$ cat config.mk
export PLATFORM = sky130hd
export DESIGN_NAME = button_event_gen
export DESIGN_NICKNAME = d
export VERILOG_FILES = /design/src/rtl/button_event_gen.sv
export SDC_FILE = /design/constraint.sdc
export NUM_CORES = 1
export LEC_CHECK = 0
export CAP_MARGIN = 20
export CORE_AREA = 2 2 98 100
export CTS_CLUSTER_SIZE = 20
export DETAILED_ROUTE_END_ITERATION = 8
export DIE_AREA = 0 0 100 102
export GPL_TIMING_DRIVEN = 0
export PLACE_DENSITY = 0.5
export SLEW_MARGIN = 20
export SYNTH_ARGS = -nofsm -noshare
export SYNTH_HDL_FRONTEND = slang
export SYNTH_SLANG_ARGS = --single-unit
$ cat constraint.sdc
create_clock -name clk -period 3.5 [get_ports clk]
set_clock_uncertainty 0.15 [all_clocks]
set_input_delay 0.525 -clock clk [delete_from_list [all_inputs] [get_ports clk]]
set_output_delay 0.525 -clock clk [all_outputs]
set_load 0.02 [all_outputs]
$ cat src/rtl/button_event_gen.sv
// Turns debounced button levels into press and auto-repeat move events,
// delivered through a single-entry valid/ready holding register.
module button_event_gen #(
  parameter int unsigned HOLD_CYCLES   = 25_000_000,
  parameter int unsigned REPEAT_CYCLES = 10_000_000,
  parameter int unsigned CNT_W         = 32
) (
  input  logic       clk,
  input  logic       reset,
  input  logic [3:0] btn,
  output logic       evt_valid,
  input  logic       evt_ready,
  output logic [1:0] evt_code,
  output logic       evt_repeat,
  output logic       evt_drop,
  output logic       multi_err
);

  typedef enum logic [1:0] {
    IDLE    = 2'd0,
    HOLD    = 2'd1,
    REPEAT  = 2'd2,
    LOCKOUT = 2'd3
  } state_t;

  localparam logic [CNT_W-1:0] HOLD_LAST   = CNT_W'(HOLD_CYCLES - 1);
  localparam logic [CNT_W-1:0] REPEAT_LAST = CNT_W'(REPEAT_CYCLES - 1);

  state_t           state, state_nxt;
  logic [CNT_W-1:0] cnt, cnt_nxt, limit;
  logic [3:0]       latched;
  logic             btn_multi, btn_one;
  logic             gen, gen_rep, multi_nxt;
  logic [1:0]       gen_code;

  // Clearing the lowest set bit leaves a nonzero value only if two or more bits were set.
  assign btn_multi = (btn & (btn - 4'd1)) != 4'd0;
  assign btn_one   = (btn != 4'd0) && !btn_multi;

  function automatic logic [1:0] btn_index(input logic [3:0] v);
    if (v[3])      return 2'd3;
    else if (v[2]) return 2'd2;
    else if (v[1]) return 2'd1;
    else           return 2'd0;
  endfunction

  assign gen_code = btn_index((state == IDLE) ? btn : latched);

  always_comb begin
    // NOTE: every output of this block gets a default first so no path leaves one unassigned (no latch).
    state_nxt = state;
    cnt_nxt   = cnt;
    limit     = HOLD_LAST;
    gen       = 1'b0;
    gen_rep   = 1'b0;
    multi_nxt = 1'b0;
    case (state)
      IDLE: begin
        if (btn_one) begin
          gen       = 1'b1;
          state_nxt = HOLD;
          cnt_nxt   = '0;
        end else if (btn_multi) begin
          multi_nxt = 1'b1;
          state_nxt = LOCKOUT;
          cnt_nxt   = '0;
        end
      end
      HOLD, REPEAT: begin
        limit = (state == HOLD) ? HOLD_LAST : REPEAT_LAST;
        if (btn == latched) begin
          if (cnt == limit) begin
            gen       = 1'b1;
            gen_rep   = 1'b1;
            state_nxt = REPEAT;
            cnt_nxt   = '0;
          end else begin
            cnt_nxt = cnt + 1'b1;
          end
        end else if (btn == 4'd0) begin
          state_nxt = IDLE;
          cnt_nxt   = '0;
        end else begin
          multi_nxt = btn_multi;
          state_nxt = LOCKOUT;
          cnt_nxt   = '0;
        end
      end
      LOCKOUT: begin
        if (btn == 4'd0) begin
          state_nxt = IDLE;
          cnt_nxt   = '0;
        end
      end
      default: begin
        state_nxt = IDLE;
        cnt_nxt   = '0;
      end
    endcase
  end

  // NOTE: sequential state uses non-blocking assignments so every register sees pre-edge values.
  always_ff @(posedge clk or negedge reset) begin
    if (!reset) begin
      state      <= IDLE;
      cnt        <= '0;
      latched    <= 4'd0;
      evt_valid  <= 1'b0;
      evt_code   <= 2'd0;
      evt_repeat <= 1'b0;
      evt_drop   <= 1'b0;
      multi_err  <= 1'b0;
    end else begin
      state     <= state_nxt;
      cnt       <= cnt_nxt;
      multi_err <= multi_nxt;
      evt_drop  <= 1'b0;
      if (state == IDLE && btn_one) latched <= btn;

      // A full register that is being drained on this edge can take the new event directly.
      if (gen) begin
        if (!evt_valid || evt_ready) begin
          evt_valid  <= 1'b1;
          evt_code   <= gen_code;
          evt_repeat <= gen_rep;
        end else begin
          evt_drop <= 1'b1;
        end
      end else if (evt_ready) begin
        evt_valid <= 1'b0;
      end
    end
  end

endmodule

==> results of run 1 <==
==> cells by family after synthesis <==
kind of cell    count (synthesis)
compound gates                 57
xor+xnor                       25
fa+ha+maj                       5
buf+inv                        25
flops                          44
mux                             4
simple gates                  134
==> registers in the layout (all words and copies together) (netlist names) <==
register,count
cnt,32
evt_code,2
evt_drop,1
evt_repeat,1
evt_valid,1
latched,4
multi_err,1
state,2
==> per-layer routing <==
metal	track usage	up-vias	routed length, um
met2	0.2084	30	2845
met1	0.1909	1103	3331
met4	0.04953	0	109
met5	0	-	0
li1	-	1130	-
met3	0.02120	8	120
==> through the flow <==
stage,std cells,util,hold WS (ns),cell area (um^2)
global placement,417,0.3217,0.3375,2930
global route,426,0.3342,0.01951,3044
detailed placement,418,0.3239,0.3417,2950
floorplan,294,-,0.07941,2671
CTS,426,0.3342,0.01350,3044
finish,426,0.3342,0.007443,3044
==> placed cells by master, fill, tap and decap left out, types with 4 or more instances in the layout <==
master and n:
sky130_fd_sc_hd__a21oi_1 9, sky130_fd_sc_hd__o21ai_0 11, sky130_fd_sc_hd__clkbuf_8 6, sky130_fd_sc_hd__a31oi_1 4, sky130_fd_sc_hd__xnor2_1 20, sky130_fd_sc_hd__nand4_1 10
sky130_fd_sc_hd__clkbuf_1 10, sky130_fd_sc_hd__inv_1 10, sky130_fd_sc_hd__nand2_1 20, sky130_fd_sc_hd__nor2_1 27, sky130_fd_sc_hd__buf_2 5, sky130_fd_sc_hd__nand3_1 10
sky130_fd_sc_hd__nor3_1 15, sky130_fd_sc_hd__clkdlybuf4s50_1 11, sky130_fd_sc_hd__dfrtp_1 44, sky130_fd_sc_hd__nand2b_1 6, sky130_fd_sc_hd__or3_1 4, sky130_fd_sc_hd__o31ai_1 5
sky130_fd_sc_hd__nor4b_1 5, sky130_fd_sc_hd__ha_1 5, sky130_fd_sc_hd__xor2_1 5, sky130_fd_sc_hd__nor4_1 13, sky130_fd_sc_hd__and4_1 4, sky130_fd_sc_hd__nor2b_1 4
==> layout make-up <==
type | count | share of cell area
Multi-Input combinational cell | 225 | 0.4846
Sequential cell | 44 | 0.3617
Tap cell | 111 | 0.04562
Timing Repair Buffer | 13 | 0.04439
Clock buffer | 7 | 0.02836
Buffer | 15 | 0.02055
Inverter | 10 | 0.01233
Clock inverter | 1 | 0.002466
==> worst paths after layout <==
check                      startpoint    endpoint  depth (start not counted)
min in group clk           evt_repeat  evt_repeat                          1
setup reg to reg             state[0]     cnt[27]                          7
max in group asynchronous       reset      cnt[6]                          2
setup / recovery               btn[0]     cnt[30]                          9
hold / removal                  reset  latched[2]                          1
hold reg to reg            evt_repeat  evt_repeat                          1
==> power breakdown <==
| part | switching, uW | leakage [uW] | internal [uW] |
|---|---|---|---|
| registers | 39.1 | 0.000589 | 551 |
| logic | 320 | 0.000497 | 192 |
| clock network | 177 | 0.0000445 | 161 |
==> worst max-delay path: stages <==
cell and delay (ns):
sky130_fd_sc_hd__clkdlybuf4s50_1 0.51, sky130_fd_sc_hd__buf_2 0.22, sky130_fd_sc_hd__xor2_1 0.09, sky130_fd_sc_hd__nor4_1 0.83
sky130_fd_sc_hd__and2_1 0.22, sky130_fd_sc_hd__buf_2 0.19, sky130_fd_sc_hd__a21oi_2 0.16, sky130_fd_sc_hd__clkbuf_1 0.28
sky130_fd_sc_hd__a21oi_1 0.19
==> flow_summary_export.csv, run 1 <==
group,metric,value,unit
run_status,run_status,"finished, final reports clean",
timing,fin_crit_sh,0.9005,
global_routing,largest_net_degree_at_the_start_of_global_routing,30,
timing,period_needed,3.152,ns
timing,setup_viol,0,
flow_run,max-cap-violations,0,
clocking,max-clock-path-buffers,2,
floorplan,io_pins,13,
timing,finalHoldViolations,0,
synth,synth_top_family_by_area,"simple AND/OR/NAND/NOR gates",
clocking,cts_repair_resize_count,0,
synth,compound_cell_area_share_of_the_yosys_netlist,0.1513,
synth,synth_simple_gate_area_share,0.2773,
floorplan,die_area,10200,um^2
synth,synthAdderAreaFrac,0.02342,
global_routing,global_route.usage.total,0.1345,
synth,synthArstFlopShare,1.000,
cells_and_area,diodes,0,
setup_path,cp_data_arrival_time,3.23,ns
routing,num_vias,2271,
synth,ys_top_cells_by_area,"sky130_fd_sc_hd__dfrtp_1 (41%), sky130_fd_sc_hd__xnor2_1 (6.6%), sky130_fd_sc_hd__nor2_1 (3.8%)",
clocking,hold_buffers,0,
routing,postRouteAntennaNets,0,
cells_and_area,layout-area-overhead-vs-synth,13.96,%
setup_path,crit_path_end_kind,"flip-flop",
floorplan,core.rowCount,35,
global_routing,remaining_overflow_grt,0,
setup_path,crit_required,3.57,ns
synth,post_synth_mux_area_share,0.01639,
placement,gp_congestion,0.8468,
placement,port_buffers,12,
synth,yosysTopAreaCellShare,0.4122,
synth,synth_register_bits,44,
global_routing,number_of_antenna_violations_at_the_first_check_in_global_routing,0,
clocking,root_buffer_cell,"sky130_fd_sc_hd__clkbuf_8",
clocking,cts-htree-levels,2,
floorplan,core_region_area,9109,um^2
setup_path,largest_fanout_on_the_critical_path,10,
timing,slew_violations,0,
synth,synth_edf_count,0,
cells_and_area,multi_input_area,1475,um^2
hold_path,path_type_of_the_worst_min_delay_path,"primary input to asynchronous set/reset pin",
power_and_ir_drop,total_power,1438,uW
cells_and_area,num-nets-final,326,
synth,yosysSeqAreaShare,0.4122,
routing,postRouteWirelength,6.407,mm
timing,rsz0062_at_grt,"false",
routing,avgViaCountPerCell,5.331,
synth,syn_nets,306,
setup_path,r2r_setup_slack,0.44,ns
routing,post-route-drc-count,0,
floorplan,floorplan.die.width,100,um
routing,first_pass_iters,4,
synth,gate_count_post_synth,294,
global_routing,grt_first_pass_wirelength,10.94,mm
setup_path,setup.worst_path.start_class,"primary input",
synth,synth_area,2671,um^2
clocking,cts.repair_timing.setup_buffer_count,0,
cells_and_area,area.sequential,1101,um^2
synth,syn_avg_cell_area,9.086,um^2
synth,synth.most_common_cell,"sky130_fd_sc_hd__dfrtp_1",
routing,detail_route.wl_per_cell,15.04,um
power_and_ir_drop,power.density_cell_area,472.4,nW/um^2
floorplan,initial_utilization,0.2933,
routing,drt_iter0_drc,136,
cells_and_area,layout.filler_cells,948,
setup_path,path_class,"primary input to flip-flop",
clocking,cts.sinks,44,
synth,post_synth_xor_area_fraction,0.08197,
power_and_ir_drop,ir_worst_vdd,226.7,uV
clocking,clkLatencyLatePin,0.30,ns
power_and_ir_drop,leakage,0.001130,uW
global_routing,grt_pass1_vias,2215,
clocking,cts_inserted_buffers,5,
timing,worstMarginPinSlew,0.9816,ns
timing,setup-tns-final,0,ns
timing,max_freq,0.3173,GHz
timing,setup_slack,0.3481,ns
synth,synthFlopType,"sky130_fd_sc_hd__dfrtp_1",
placement,detailedPlacementHpwl,4.651,mm
synth,synth.top_cells.by_count,"sky130_fd_sc_hd__dfrtp_1 (44), sky130_fd_sc_hd__nor2_1 (27), sky130_fd_sc_hd__nand2_1 (20), sky130_fd_sc_hd__xnor2_1 (20), sky130_fd_sc_hd__nor3_1 (15)",
cells_and_area,post_route_cells_drive_above_1_share,0.07937,
synth,yosysWarningCount,0,
clocking,clkTransAtPathRegs,0.09,ns
synth,synth.distinct_cells,57,
timing,timing.max_slew.rel_slack,0.3396,
placement,pre_cts_ws,-0.0005502,ns
synth,yosys.area.top_type,"sky130_fd_sc_hd__dfrtp_1",
clocking,clock_tree_from_tritoncts,"yes",
floorplan,chipHeight,102,um
Note: power is estimated with default switching activity, not from simulation.
==> inputs of run 2 (changes only) <==
--- a/config.mk
+++ b/config.mk
@@ -5,6 +5,7 @@
 export SDC_FILE = /design/constraint.sdc
 export NUM_CORES = 1
 export LEC_CHECK = 0
+export ABC_CLOCK_PERIOD_IN_PS = 3500
 export CAP_MARGIN = 20
 export CORE_AREA = 2 2 98 100
 export CTS_CLUSTER_SIZE = 20
==> constraint.sdc (replaced) <==
create_clock -name clk -period 3.5 [get_ports clk]
set_clock_uncertainty 0.15 [all_clocks]
set_input_delay 0.525 -clock clk [delete_from_list [all_inputs] [get_ports clk]]
set_output_delay 0.525 -clock clk [all_outputs]
set_load 0.05 [all_outputs]
==> results of run 2 <==
Same layout as run 1 (identical final DEF). Status: finished, final reports clean.
Among the figures that moved: total power 1438 uW -> 1455 uW; worst IR drop on VDD 226.7 uV -> 239.0 uV
==> inputs of run 3 (changes only) <==
--- a/config.mk
+++ b/config.mk
@@ -5,14 +5,14 @@
 export SDC_FILE = /design/constraint.sdc
 export NUM_CORES = 1
 export LEC_CHECK = 0
-export ABC_CLOCK_PERIOD_IN_PS = 3500
+export ABC_CLOCK_PERIOD_IN_PS = 2700
 export CAP_MARGIN = 20
 export CORE_AREA = 2 2 98 100
 export CTS_CLUSTER_SIZE = 20
 export DETAILED_ROUTE_END_ITERATION = 8
 export DIE_AREA = 0 0 100 102
 export GPL_TIMING_DRIVEN = 0
-export PLACE_DENSITY = 0.5
+export PLACE_DENSITY = 0.51
 export SLEW_MARGIN = 20
 export SYNTH_ARGS = -nofsm -noshare
 export SYNTH_HDL_FRONTEND = slang
==> constraint.sdc (replaced) <==
create_clock -name clk -period 2.7 [get_ports clk]
set_clock_uncertainty 0.15 [all_clocks]
set_input_delay 0.405 -clock clk [delete_from_list [all_inputs] [get_ports clk]]
set_output_delay 0.405 -clock clk [all_outputs]
set_load 0.05 [all_outputs]
==> run 3 against run 2 <==
Net effect:
- via count up 2.2%
- critical path type is now flip-flop to flip-flop
- register-to-register slack worse by 0.34 ns
- clock power up 51%
- first-iteration DRC count down 21%
- sequential share of layout area down 2.0 points
- global-route usage up 0.14 points
- final area up 5.8%
- count of clock-buffer cells in the layout down 1
- routed wire length up 2.8%
==> flow_summary_export.csv, run 3 (synthesis gave the netlist of run 1 again) <==
group,metric,value,unit
setup_path,r2r_start,"state[1]",
clocking,clock_tree_from_tritoncts,"yes",
global_routing,number_of_antenna_violations_at_the_first_check_in_global_routing,0,
floorplan,floorplan.die.width,100,um
placement,port_buffers,12,
power_and_ir_drop,power.density_cell_area,649.6,nW/um^2
power_and_ir_drop,ir_worst_vdd,292.7,uV
floorplan,initial_utilization,0.2933,
routing,first_pass_iters,4,
cells_and_area,largest_registers,"cnt: 32 flops, latched: 4 flops",
flow_run,max-cap-violations,0,
setup_path,setup.worst_path.start_class,"flip-flop",
cells_and_area,layout.filler_cells,937,
cells_and_area,post_route_cells_drive_above_1_share,0.1420,
routing,drt_iter0_drc,107,
clocking,clkLatencyLatePin,0.30,ns
routing,num_vias,2320,
cells_and_area,max_flop_register,"cnt",
timing,max_freq,0.3840,GHz
timing,setup_viol,0,
routing,postRouteWirelength,6.585,mm
cells_and_area,final_common_cell,"sky130_fd_sc_hd__dfrtp_1",
run_status,run_status,"finished, final reports clean",
routing,post-route-drc-count,0,
cells_and_area,diodes,0,
timing,setup_slack,0.09587,ns
routing,detail_route.wl_per_cell,15.14,um
global_routing,global_route.usage.total,0.1360,
floorplan,die_area,10200,um^2
timing,finalHoldViolations,0,
placement,gp_congestion,0.7599,
setup_path,cp_data_arrival_time,2.64,ns
placement,pre_cts_ws,-0.7559,ns
clocking,root_buffer_cell,"sky130_fd_sc_hd__clkbuf_8",
routing,postRouteAntennaNets,0,
global_routing,remaining_overflow_grt,0,
clocking,cts_inserted_buffers,5,
floorplan,chipHeight,102,um
global_routing,grt_pass1_vias,2148,
setup_path,startpoint,"state[1]",
global_routing,largest_net_degree_at_the_start_of_global_routing,31,
timing,worst_hold_slack,0.3608,ns
cells_and_area,design_area,3222,um^2
timing,fin_crit_sh,0.9645,
setup_path,crit_required,2.73,ns
setup_path,path_class,"flip-flop to flip-flop",
clocking,cts.sinks,44,
timing,slew_violations,0,
timing,timing.max_slew.rel_slack,0.5512,
clocking,clkTransAtPathRegs,0.09,ns
setup_path,worstPathBufferInverterCount,1,
floorplan,io_pins,13,
global_routing,grt_first_pass_wirelength,11.06,mm
clocking,cts-htree-levels,2,
clocking,max-clock-path-buffers,2,
cells_and_area,layout-area-overhead-vs-synth,20.61,%
placement,detailedPlacementHpwl,4.608,mm
power_and_ir_drop,leakage,0.001228,uW
hold_path,hp-start,"cnt[1]",
setup_path,largest_fanout_on_the_critical_path,5,
timing,period_needed,2.604,ns
placement,place_area,2950,um^2
cells_and_area,most-common-layout-cells,"sky130_fd_sc_hd__dfrtp_1 (44), sky130_fd_sc_hd__nor2_1 (27), sky130_fd_sc_hd__nand2_1 (20), sky130_fd_sc_hd__xnor2_1 (20), sky130_fd_sc_hd__nor3_1 (15)",
setup_path,critical_path.slowest_cell,"sky130_fd_sc_hd__a2111o_1",
setup_path,crit_path_end_kind,"flip-flop",
setup_path,cp_top_family,"compound AO/OA/AOI/OAI gates",
setup_path,critPathMaxStageDelay,0.51,ns
floorplan,core.rowCount,35,
floorplan,core_region_area,9109,um^2
hold_path,path_type_of_the_worst_min_delay_path,"flip-flop to flip-flop",
timing,worstMarginPinSlew,0.6688,ns
cells_and_area,largest_reg_flops,32,
routing,avgViaCountPerCell,5.333,
setup_path,cp_cell_instances,"inv_1, ha_1, nor4b_2, nand4_1, a2111o_1, a21oi_4, mux2_2",
cells_and_area,num-nets-final,335,
-- run 3: cell types whose count changed in the layout (fill, tap and decap cells not counted), sizes merged --
cell | previous run | this run
dlygate4sd3 | 0 | 1
bufinv | 0 | 1
buf | 7 | 17
clkinvlp | 1 | 0
clkinv | 0 | 1
clkdlybuf4s50 | 11 | 8
clkbuf | 17 | 14
dlymetal6s2s | 0 | 2
dlygate4sd2 | 0 | 1
-- run 3: final cells by class --
| cell class | count | area [um^2] | area share |
|---|---|---|---|
| Sequential cell | 44 | 1101 | 0.3417 |
| Clock inverter | 2 | 35.03 | 0.01087 |
| Buffer | 14 | 71.32 | 0.02214 |
| Clock buffer | 6 | 72.57 | 0.02252 |
| Multi-Input combinational cell | 225 | 1549 | 0.4808 |
| Tap cell | 111 | 138.9 | 0.04311 |
| Inverter | 10 | 37.54 | 0.01165 |
| Timing Repair Buffer | 23 | 216.5 | 0.06718 |
-- run 3: worst paths after layout --
| path | endpoint | depth (start not counted) | slack (ns) |
|---|---|---|---|
| max in group asynchronous | cnt[4] | 3 | 1.48 |
| setup reg to reg | state[0] | 7 | 0.1 |
| hold / removal | cnt[1] | 2 | 0.36 |
| setup / recovery | state[0] | 7 | 0.1 |
| min in group asynchronous | multi_err | 2 | 0.41 |
| hold reg to reg | cnt[1] | 2 | 0.36 |
-- run 3: stage by stage --
| stage | std cells | total power [uW] | TNS, ns | util |
|---|---|---|---|---|
| floorplan | 294 | 1261 | 0 | - |
| global placement | 417 | 1459 | -36.23 | 0.3217 |
| detailed placement | 418 | 1463 | -23.02 | 0.3239 |
| CTS | 429 | 2052 | 0 | 0.3441 |
| global route | 435 | 2242 | -0.04644 | 0.3537 |
| finish | 435 | 2093 | 0 | 0.3537 |
-- run 3: power breakdown --
part	leakage (uW)	switching, uW	total, uW	internal, uW
registers	0.000589	49.9	763	714
logic	0.000583	482	820	338
clock network	0.0000552	235	510	275
-- run 3: layer usage --
metal  routed length, um  track usage  up-vias
li1                    -            -     1147
met1                3368       0.2012     1141
met2                2989       0.2069       27
met3                 167      0.02462        5
met4                  59      0.03161        0
met5                   0            0        -
-- run 3: what timing repair did --
item                                    4_1_cts  5_1_grt
gates resized for setup                      12       12
buffers inserted                              3        6
pin swaps                                     3        5
hold buffers                                  1        0
endpoints found under the setup margin       37       34
hold endpoints to repair                     14        0
-- run 3: worst min-delay path, delay by kind of cell (launching register included) --
kind	cells	cell delay, ns
flip-flops	1	0.37
AO/OA/AOI/OAI	1	0.06
AND/OR/NAND/NOR	1	0.05
==> edit: new RTL, flow settings as in run 1 <==
The parameter `CNT_W` goes from 32 to 16.
--- a/src/rtl/button_event_gen.sv
+++ b/src/rtl/button_event_gen.sv
@@ -3,7 +3,7 @@
 module button_event_gen #(
   parameter int unsigned HOLD_CYCLES   = 25_000_000,
   parameter int unsigned REPEAT_CYCLES = 10_000_000,
-  parameter int unsigned CNT_W         = 32
+  parameter int unsigned CNT_W         = 16
 ) (
   input  logic       clk,
   input  logic       reset,
Formal check against the unedited RTL: no difference found for any inputs over 10 cycles, from zero or initial values and one cycle with reset low; that may be too few to reach the edited logic, so the function may still have changed.
==> edit against run 1 <==
- total power down 21%
- design area down 31%
- highest routed layer unchanged
- via count down 32%
- count of clock-buffer cells in the layout down 4
- register-to-register slack better by 0.42 ns
- fmax up 14%
- sequential cell count down 16
- final cell count down 24%
- area after synthesis down 32%
- largest power group is now combinational logic
- routed wire length down 31%
- worst setup slack better by 0.38 ns
- sequential share of layout area down 2.8 points
==> edit: results (changes against run 1) <==
Bufs w/o clock: 23 (was 28)
WP data arrival: 2.83 ns (was 3.23 ns)
Largest net degree at the start of global routing: 29 (was 30)
R2R setup slack: 0.86 ns (was 0.44 ns)
Max FFs per register: 16 (was 32)
FF-to-FF Start: state[1] (was state[0])
Wire length on met3: 189 um (was 120 um)
Nets: 225 (was 326)
Top flop regs: cnt: 16 flops, latched: 4 flops (was cnt: 32 flops, latched: 4 flops)
Switching share of power: 41.2% (was 37.2%)
Multi-input logic area: 0.00102 mm2 (was 0.00148 mm2)
Sequential fraction of the synthesis area: 38.6% (was 41.2%)
Reg-to-reg endpoint: evt_code[0] (was cnt[27])
Crit. Startpoint: btn[1] (was btn[0])
Fill cell count: 990 (was 948)
WL met1: 2270 um (was 3330 um)
VDD IR-drop max: 0.183 mV (was 0.227 mV)
Inverter count: 11 (was 10)
Mapped Cells: 197 (was 294)
Critical path's top delay family: simple AND/OR/NAND/NOR gates (was buffers and inverters)
Commonest cells post-synth: dfrtp_1, nand2_1, o21ai_0, inv_1, nor2_1 (was dfrtp_1, nor2_1, nand2_1, xnor2_1, nor3_1)
Worst setup path endpoint: cnt[7] (was cnt[30])
Status: finished, final reports clean (unchanged)
Clock Latency Late Sink: 0.28 ns (was 0.30 ns)
First-pass GRT wire length: 7290 um (was 10,900 um)
GP Congestion: 0.818 (was 0.847)
Post-Syn Nets: 209 (was 306)
Vias in the first global route: 1,439 (was 2,215)
Slowest cell delay on critical path: 0.44 ns (was 0.83 ns)
Sink Count: 28 (was 44)
NonClk Buf Share: 7.57% (was 6.49%)
GR Util All Layers: 8.92% (was 13.5%)
edit: cell count changes in the layout (fill, tap and decap cells not counted), moves of 5 or more:
cell	before	now
nor3_1	15	6
nor4_1	13	5
nor2_1	27	11
nand4_1	10	3
dfrtp_1	44	28
a22o_1	0	7
clkbuf_1	10	5
xnor2_1	20	0
edit: metal layers:
layer / up-vias / GRT usage, %
met4: 0 / 1.90
met2: 34 / 13.6
met5: - / 0
met3: 2 / 2.33
li1: 769 / -
met1: 738 / 12.7
edit: cells by family after synthesis:
logic type | after synthesis | share of synthesized area [%]
simple gates | 75 | 23.1
buf+inv | 23 | 5.24
xor+xnor | 7 | 3.38
fa+ha+maj | 5 | 3.45
flops | 28 | 38.6
mux | 7 | 4.21
compound gates | 52 | 22.0
edit: stage by stage:
step / power [W] / instance area (um2) / util [%] / worst slack (ns) / hold WS (ns)
3_5_place_dp: 0.000966 / 2060 / 22.6 / 0.443 / 0.324
4_1_cts: 0.00116 / 2100 / 23.0 / 0.740 / 0.154
5_1_grt: 0.00123 / 2100 / 23.0 / 0.616 / 0.175
6_report: 0.00114 / 2100 / 23.0 / 0.733 / 0.123
2_1_floorplan: 0.000805 / 1810 / - / 1.13 / 0.0794
3_3_place_gp: 0.000959 / 2060 / 22.7 / 0.491 / 0.321
edit: worst min path at each step:
| stage | start | to | slack [ns] | cells after the start |
|---|---|---|---|---|
| after global routing | reset | cnt[0] | 0.18 | 1 |
| after global placement | evt_code[0] | evt_code[0] | 0.32 | 1 |
| after detailed placement | evt_code[1] | evt_code[1] | 0.32 | 1 |
| after floorplan | reset | cnt[0] | 0.08 | 0 |
| after CTS | reset | cnt[0] | 0.15 | 1 |
| final | reset | cnt[0] | 0.12 | 1 |
